[src/rtl/count_step_ctrl_if.sv]
// Board-side and next-state-side signals of the mod-6 counter front end.
interface count_step_ctrl_if;
  logic       sw_updown;
  logic       btn_pause;
  logic [2:0] ns;
  logic [2:0] q;
  logic       up_down;
  logic       tick;
  logic       paused;

  modport master (output sw_updown, btn_pause, ns,
                  input  q, up_down, tick, paused);
  modport slave  (input  sw_updown, btn_pause, ns,
                  output q, up_down, tick, paused);
endinterface

[src/rtl/count_step_ctrl.sv]
// Count register, step prescaler, pause FSM and input conditioning for the
// mod-6 up/down LED counter.
module count_step_db #(
  parameter int DB_CYCLES = 1_000_000,
  parameter bit RST_VAL   = 1'b0
) (
  input  logic clk,
  input  logic rst_n,
  input  logic raw,
  output logic level
);
  localparam int CW = $clog2(DB_CYCLES + 1);
  localparam logic [CW-1:0] CMAX = CW'(DB_CYCLES - 1);

  logic [1:0]    sync;
  logic [CW-1:0] cnt;

  // Accept a new level only after DB_CYCLES consecutive differing samples.
  always_ff @(posedge clk) begin
    if (!rst_n) begin
      sync  <= {2{RST_VAL}};
      level <= RST_VAL;
      cnt   <= '0;
    end else begin
      sync <= {sync[0], raw};
      if (sync[1] == level) begin
        cnt <= '0;
      end else if (cnt == CMAX) begin
        level <= sync[1];
        cnt   <= '0;
      end else begin
        cnt <= cnt + CW'(1);
      end
    end
  end
endmodule

module count_step_ctrl #(
  parameter int TICK_DIV  = 100_000_000,
  parameter int DB_CYCLES = 1_000_000
) (
  input logic              clk,
  input logic              rst_n,
  count_step_ctrl_if.slave bus
);
  localparam int NUM_IN = 2;
  // Lane 0 = direction switch (rests at up), lane 1 = pause button.
  localparam logic [NUM_IN-1:0] RST_VEC = 2'b01;
  localparam int PW = $clog2(TICK_DIV);
  localparam logic [PW-1:0] PMAX = PW'(TICK_DIV - 1);

  typedef enum logic {RUN, PAUSED} state_t;

  logic [NUM_IN-1:0] raw, lvl;
  state_t            state, state_nx;
  logic [PW-1:0]     pre, pre_nx;
  logic [2:0]        q_r;
  logic              btn_d, rise, tick;

  assign raw = {bus.btn_pause, bus.sw_updown};

  for (genvar i = 0; i < NUM_IN; i++) begin : g_in
    count_step_db #(.DB_CYCLES(DB_CYCLES), .RST_VAL(RST_VEC[i])) u_db (
      .clk(clk), .rst_n(rst_n), .raw(raw[i]), .level(lvl[i])
    );
  end

  assign rise = lvl[1] & ~btn_d;
  assign tick = (pre == PMAX) && (state == RUN);

  always_ff @(posedge clk) begin
    if (!rst_n) begin
      state <= RUN;
      pre   <= '0;
      btn_d <= 1'b0;
      q_r   <= 3'd0;
    end else begin
      state <= state_nx;
      pre   <= pre_nx;
      btn_d <= lvl[1];
      if (tick) q_r <= (bus.ns > 3'd5) ? 3'd0 : bus.ns;
    end
  end

  // Prescaler is parked at 0 while paused and on the edge that enters pause,
  // so a resume always waits a full period before the first tick.
  always_comb begin
    state_nx = state;
    pre_nx   = (pre == PMAX) ? '0 : pre + PW'(1);
    if (rise) state_nx = (state == RUN) ? PAUSED : RUN;
    if (state == PAUSED || rise) pre_nx = '0;
  end

  assign bus.q       = q_r;
  assign bus.up_down = lvl[0];
  assign bus.tick    = tick;
  assign bus.paused  = (state == PAUSED);
endmodule

[src/flat_wrapper.sv]
// flat-port wrapper written by rule: the top's interface ports become plain ports
module count_step_ctrl_flat 
#(
  parameter int TICK_DIV  = 100_000_000,
  parameter int DB_CYCLES = 1_000_000
)
  (clk, rst_n, bus_sw_updown, bus_btn_pause, bus_ns, bus_q, bus_up_down, bus_tick, bus_paused);
  count_step_ctrl_if bus_i ();
  input logic clk;
  input logic rst_n;
  input wire logic [$bits(bus_i.sw_updown)-1:0] bus_sw_updown;
  input wire logic [$bits(bus_i.btn_pause)-1:0] bus_btn_pause;
  input wire logic [$bits(bus_i.ns)-1:0] bus_ns;
  output wire logic [$bits(bus_i.q)-1:0] bus_q;
  output wire logic [$bits(bus_i.up_down)-1:0] bus_up_down;
  output wire logic [$bits(bus_i.tick)-1:0] bus_tick;
  output wire logic [$bits(bus_i.paused)-1:0] bus_paused;
  assign bus_i.sw_updown = bus_sw_updown;
  assign bus_i.btn_pause = bus_btn_pause;
  assign bus_i.ns = bus_ns;
  assign bus_q = bus_i.q;
  assign bus_up_down = bus_i.up_down;
  assign bus_tick = bus_i.tick;
  assign bus_paused = bus_i.paused;
  count_step_ctrl #(.TICK_DIV(TICK_DIV), .DB_CYCLES(DB_CYCLES)) u_core (.clk(clk), .rst_n(rst_n), .bus(bus_i));
endmodule
[config.mk]
export PLATFORM = sky130hd
export DESIGN_NAME = count_step_ctrl_flat
export DESIGN_NICKNAME = d
export VERILOG_FILES = /design/src/rtl/count_step_ctrl_if.sv /design/src/rtl/count_step_ctrl.sv /design/src/flat_wrapper.sv
export SDC_FILE = /design/constraint.sdc
export NUM_CORES = 1
export LEC_CHECK = 0
export BUFFER_PORTS_ARGS = -buffer_cell sky130_fd_sc_hd__buf_2
export CORE_MARGIN = 2
export CORE_UTILIZATION = 30
export DETAILED_ROUTE_END_ITERATION = 7
export GPL_TIMING_DRIVEN = 1
export HOLD_SLACK_MARGIN = 0.05
export PLACE_DENSITY_LB_ADDON = 0.12
export SYNTH_ARGS = -nofsm -noshare
export SYNTH_HDL_FRONTEND = slang
export SYNTH_SLANG_ARGS = --single-unit
export TNS_END_PERCENT = 5
[constraint.sdc]
create_clock -name clk -period 2.1 [get_ports clk]
set_input_delay 0.21 -clock clk [delete_from_list [all_inputs] [get_ports clk]]
set_output_delay 0.21 -clock clk [all_outputs]
set_load 0.02 [all_outputs]
== After elaboration in Yosys (flattened, before gate mapping) ==
Cells that the tools add are included.
Word-level totals
  register bits: 78
  bits in latches: 0
  memory bits (writable): 0
  memory bits (read-only): 0
  bits of input ports: 7
  output and inout port bits: 6
  word-level logic and storage cells: 34
  memories: 0
Operators by class
  $add $sub $neg: 3
  multiply operators: 0
  div/mod/pow operators: 0
  order comparisons: 1
  equal/unequal tests: 5
  shifts and indexed selects: 0
  mux-type cells: 2
  bitwise operators: 6
  reductions and logical operators: 7
Operators with widths (number)
  adder 20 x 1 -> 20 bit, second input constant: 2
  equality test 20 bit, second input constant: 2
  adder 27 x 1 -> 27 bit, second input constant: 1
  equality test 27 bit, second input constant: 1
  OR reduction 3 bit: 3
  inverter 1 bit: 5
  AND reduction 2 bit: 2
  greater-than comparator 3 bit, second input constant: 1
  2-to-1 mux 3 bit: 1
  equality test 1 bit: 2
  bitwise AND 1 bit: 1
  logical AND 1 bit: 1
  logical OR 1 bit: 1
  2-to-1 mux 1 bit: 1

== Depth between registers and ports, before layout ==
  word-level depth: 4
  depth in mapped cells: 6
  mapped depth without buffers: 5

== Hierarchy ==
Synthesis repeated with hierarchy kept, for this count alone.
Second synthesis, totals
  cell total of the unflattened synthesis: 415
  area total of the unflattened synthesis: 3644.7 µm²
Modules (own cells, without submodules)
  count_step_ctrl: instances 1, cells each 185, area each 1559.0 µm², sequential area each 640.6 µm²
  count_step_db (u_core.g_in[1].u_db): instances 1, cells each 115, area each 1064.8 µm², sequential area each 460.4 µm²
  count_step_db (u_core.g_in[0].u_db): instances 1, cells each 115, area each 1021.0 µm², sequential area each 460.4 µm²

== Least setup slack after synthesis ==
Ideal clock, no wire load.
  kind: reg2reg
  from: register u_core.g_in[1].u_db.cnt[10]
  to: register u_core.g_in[1].u_db.cnt[11]
  library setup time: 115 ps
  arrival: 1832 ps
  required time: 1985 ps
  slack: 153 ps
  cell stages (with the launch flop): 6
  path buffers: 1
  clock period less this slack: 1947 ps
  cell sequence: dfxtp_1 > or4_1 > or4_4 > o211ai_4 > buf_4 > nor2_1
On the way
  longest elaborated chain between the ends: 2
  elaborated cells on any way between the ends: 3
  classes of those cells: add/sub (1); eq/ne (1); reduce/logical (1)
Ends and longest elaborated chain
  start: declaration: line count_step_ctrl.sv:16  | logic [CW-1:0] cnt;
  start signal: assignment: line count_step_ctrl.sv:32  | cnt <= cnt + CW'(1);
  branches (longest 2 deep; another with adder 20 x 1 -> 20 bit)
Several ways; the timed one is not identified.
A chain may end at the register's enable or synchronous reset.

== Final worst setup path ==
  from: register u_core.pre[22]
  to: output port bus_tick
On the way
  longest elaborated chain between the ends: 2
Ends and longest elaborated chain
  start: declaration: line count_step_ctrl.sv:56  | logic [PW-1:0] pre, pre_nx;
  start signal: assignment: line count_step_ctrl.sv:79  | pre <= pre_nx;
  equality test 27 bit: line count_step_ctrl.sv:69  | assign tick = (pre == PMAX) && (state == RUN);
  logical AND 1 bit: line count_step_ctrl.sv:69
  end: declaration: line flat_wrapper.sv:16  | output wire logic [$bits(bus_i.tick)-1:0] bus_tick;
No other way between the ends.

==> summary.md <==
| Metric | Value |
|---|---|
| Vias per cell | `4.98` |
| Gpl congestion | `roughly 0.75` |
| CTS tree | `done` |
| EDFF count, synth | `0` |
| Share of the synthesized area in the top cell type | `between 40 and 50%` |
| Fmax | `between 0.5 and 0.6 GHz` |
| Outcome | `finished clean` |
| Worst slack, placed | `slightly below 0.1 ns` |
| Sequential share of the synthesized area | `43.9%` |
| Die width | `113 um` |
| Worst Reg-to-Reg Cells | `5` |
| IO Pins | `13` |
| Worst r2r src | `u_core.pre[11]$_SDFF_PP0_` |
| Crit share post-route | `about 95%` |
| Slew headroom | `69.2%` |
| Setup crit start kind | `register` |
| DRT antenna net count | `0` |
| Worst hold path class | `in2reg` |
| Hold Path Stages | `2` |
| Synth cell types | `42` |
| DIE HEIGHT | `between 100 and 150 um` |
| Main synth FF type | `dfxtp_1` |
| Post-detail-place hpwl | `5490 um` |
| Share of cells above drive strength 1 | `16.5%` |
| RSZ-0062 raised after global routing | `yes` |
| Critical R2R Capture | `u_core.pre[14]$_SDFF_PP0_` |
| Fin. Hold Viols | `0` |
| Worst-path fanout max | `5` |
| DRC | `0` |
| Avg Cell Area, Syn | `8.77 um^2` |
| P_leak | `1.38 nW` |
| WHS Endpoint | `u_core.g_in[0].u_db.sync[0]$_SDFF_PN1_` |
| GRT Total Usage | `12.9%` |
| CTS sink count | `78` |
| Die area | `12700 um^2` |
| Reg2reg setup slack | `around 0.13 ns` |
| Layout Nets | `448` |
| WP data required | `1.89 ns` |
| Worst setup EP type | `primary output` |
| Final setup viols | `0` |
| Cells after synthesis | `405` |
| First-pass iteration count of the detailed router | `4` |
| Top cell type by total area after synthesis | `dfxtp_1` |
| Top-count cell post-synth | `dfxtp_1` |
| Synth Warn # | `0` |
| Post-DP Area | `~4000 um^2` |
| Mapped Area | `roughly 3600 um^2` |
| Worst path arrival time | `around 1.8 ns` |
| Global route total overflow | `0` |
| Worst-case vdd ir drop | `0.447 mV` |
| Skew-Pair Late Insertion Delay | `0.34 ns` |
| Num CTS Buffers | `9` |
| Row cnt | `39` |
| Detailed-route wire length | `about 7700 um` |
| Skew final | `0.00697 ns` |
| Area grow syn2layout | `21.3%` |
| Register bit total from synthesis | `78` |
| Iter 0 DRT Violations | `129` |
| FFs w/ async S/R, synth | `0%` |
| Clock period minus worst slack | `1.99 ns` |
| HP Start | `bus_sw_updown` |
| Post-CTS Hold Buffers | `0` |
| Drt wl/cell | `13.2 um` |
| Layout fillers | `1156` |
| Worst hold slack | `0.0664 ns` |
| Critical path class | `reg2out` |
| First-pass GRT wire length | `13300 um` |
| Max-slew violation count | `0` |
| Pwr dens | `783 nW/um^2` |
| Largest cells by area after synthesis | `dfxtp_1 (44%), xnor2_1 (5.2%), nor2_1 (4.6%)` |
| Ant diodes | `0` |
| Via count of the first global-routing pass | `roughly 2.8k` |
| Finished Cell Area | `between 4000 and 5000 um^2` |
| Clk root buf | `clkbuf_16` |
| Clk slew on worst S/H paths | `0.06 ns` |
| CTS Buffer Depth | `2` |
| MaxCap Viol Count | `0` |
| Synth top cells by count | `dfxtp_1 (78), nor2_1 (44), nand2_1 (26), nand3_1 (26), a21oi_1 (25)` |
| Initial antenna violation count | `1` |
| Initial Util | `31.0%` |
| Core footprint | `11500 um^2` |
| Largest net degree at the start of global routing | `21` |
| Final worst slack | `0.105 ns` |
| Port bufs | `12` |
| Worst-Margin Slew | `0.458 ns` |
| Via Count | `just under 3k` |
| Syn_nets | `between 400 and 500` |
| H-tree depth | `3` |
## layer usage
layer	part of all wire [%]	vias up	wire length [um]	global-route usage [%]
li1	-	1515	-	-
met1	49	1371	3800	16.6
met2	45	24	3440	20.2
met3	4.3	8	333	3.96
met4	1.8	0	135	4.96
met5	0	-	0	0
## logic make-up (layout without fill, tap and decap cells)
logic type	after synthesis	count (layout)	share of synthesized area [%]
xor+xnor	39	39	9.61
simple gates	195	195	30.7
fa+ha+maj	3	3	1.06
compound gates	57	57	10.2
mux	3	3	0.845
flops	78	78	43.9
buf+inv	30	68	3.56
## area by class of cell
| class | instances | area (um^2) | area share (%) |
|---|---|---|---|
| Inverter | 15 | 56.3 | 1.31 |
| Tap cell | 143 | 179 | 4.15 |
| Timing Repair Buffer | 37 | 275 | 6.39 |
| Sequential cell | 78 | 1560 | 36.3 |
| Clock buffer | 9 | 225 | 5.22 |
| Clock inverter | 7 | 120 | 2.79 |
| Multi-Input combinational cell | 297 | 1890 | 43.9 |
## report_power, final
part | internal (mW) | switching, mW
Clock | 1.17 | 0.644
Sequential | 1.49 | 0.00856
Combinational | 0.0297 | 0.0344
Total | 2.69 | 0.687
## how the worst max path moves through the flow
stage	cells past startpoint	startpoint	slack [ns]	end
floorplan	5	u_core.g_in[1].u_db.cnt[10]$_SDFF_PP0_	0.15	u_core.g_in[1].u_db.cnt[11]$_SDFF_PP0_
global placement	5	u_core.g_in[1].u_db.cnt[0]$_SDFF_PP0_	0.12	u_core.g_in[1].u_db.cnt[18]$_SDFF_PP0_
detailed placement	4	u_core.pre[10]$_SDFF_PP0_	0.1	u_core.pre[23]$_SDFF_PP0_
CTS	5	u_core.pre[1]$_SDFF_PP0_	0.05	bus_tick
global route	5	u_core.pre[1]$_SDFF_PP0_	-0.002	bus_tick
finish	4	u_core.pre[22]$_SDFF_PP0_	0.11	bus_tick
## sequential cells by signal, summed over array words and instances (netlist names)
register / flops
u_core.btn_d: 1
u_core.bus.paused: 1
u_core.bus.q: 3
u_core.g_in.u_db.cnt: 40
u_core.g_in.u_db.level: 2
u_core.g_in.u_db.sync: 4
u_core.pre: 27
## what timing repair did
item / in CTS / in global routing
gates resized for setup: 3 / 6
pin swaps: 0 / 1
gates cloned: 0 / 0
setup buffers: 0 / 1
setup endpoints to repair: 1 / 5
## cells in the final DEF (no fill, tap or decap), drive strengths merged, types with 9 or more instances in the layout
master and instances:
dfxtp 78, xnor2 21, clkbuf 9, or3 16, nand2 26, nor3 10
nor2 44, o21ai 14, nor4 10, nand4 15, buf 37, o31ai 11
a21oi 25, or4 17, inv 17, xor2 18, nand3 26
## through the flow
| step | utilization (%) | std cells | total power [mW] | setup TNS [ns] |
|---|---|---|---|---|
| floorplan | - | 405 | 1.57 | 0 |
| global placement | 34.2 | 569 | 1.60 | 0 |
| detailed placement | 34.2 | 569 | 1.60 | 0 |
| CTS | 37.4 | 585 | 3.42 | 0 |
| global route | 37.6 | 586 | 3.50 | -0.00157 |
| finish | 37.6 | 586 | 3.37 | 0 |
## worst max-delay path: stages (launching register included)
cell     delay, ns
dfxtp_1       0.39
nand4_1       0.23
or3_4         0.50
nor3_2        0.16
buf_4         0.17
Note: power is estimated with default switching activity, not from simulation.
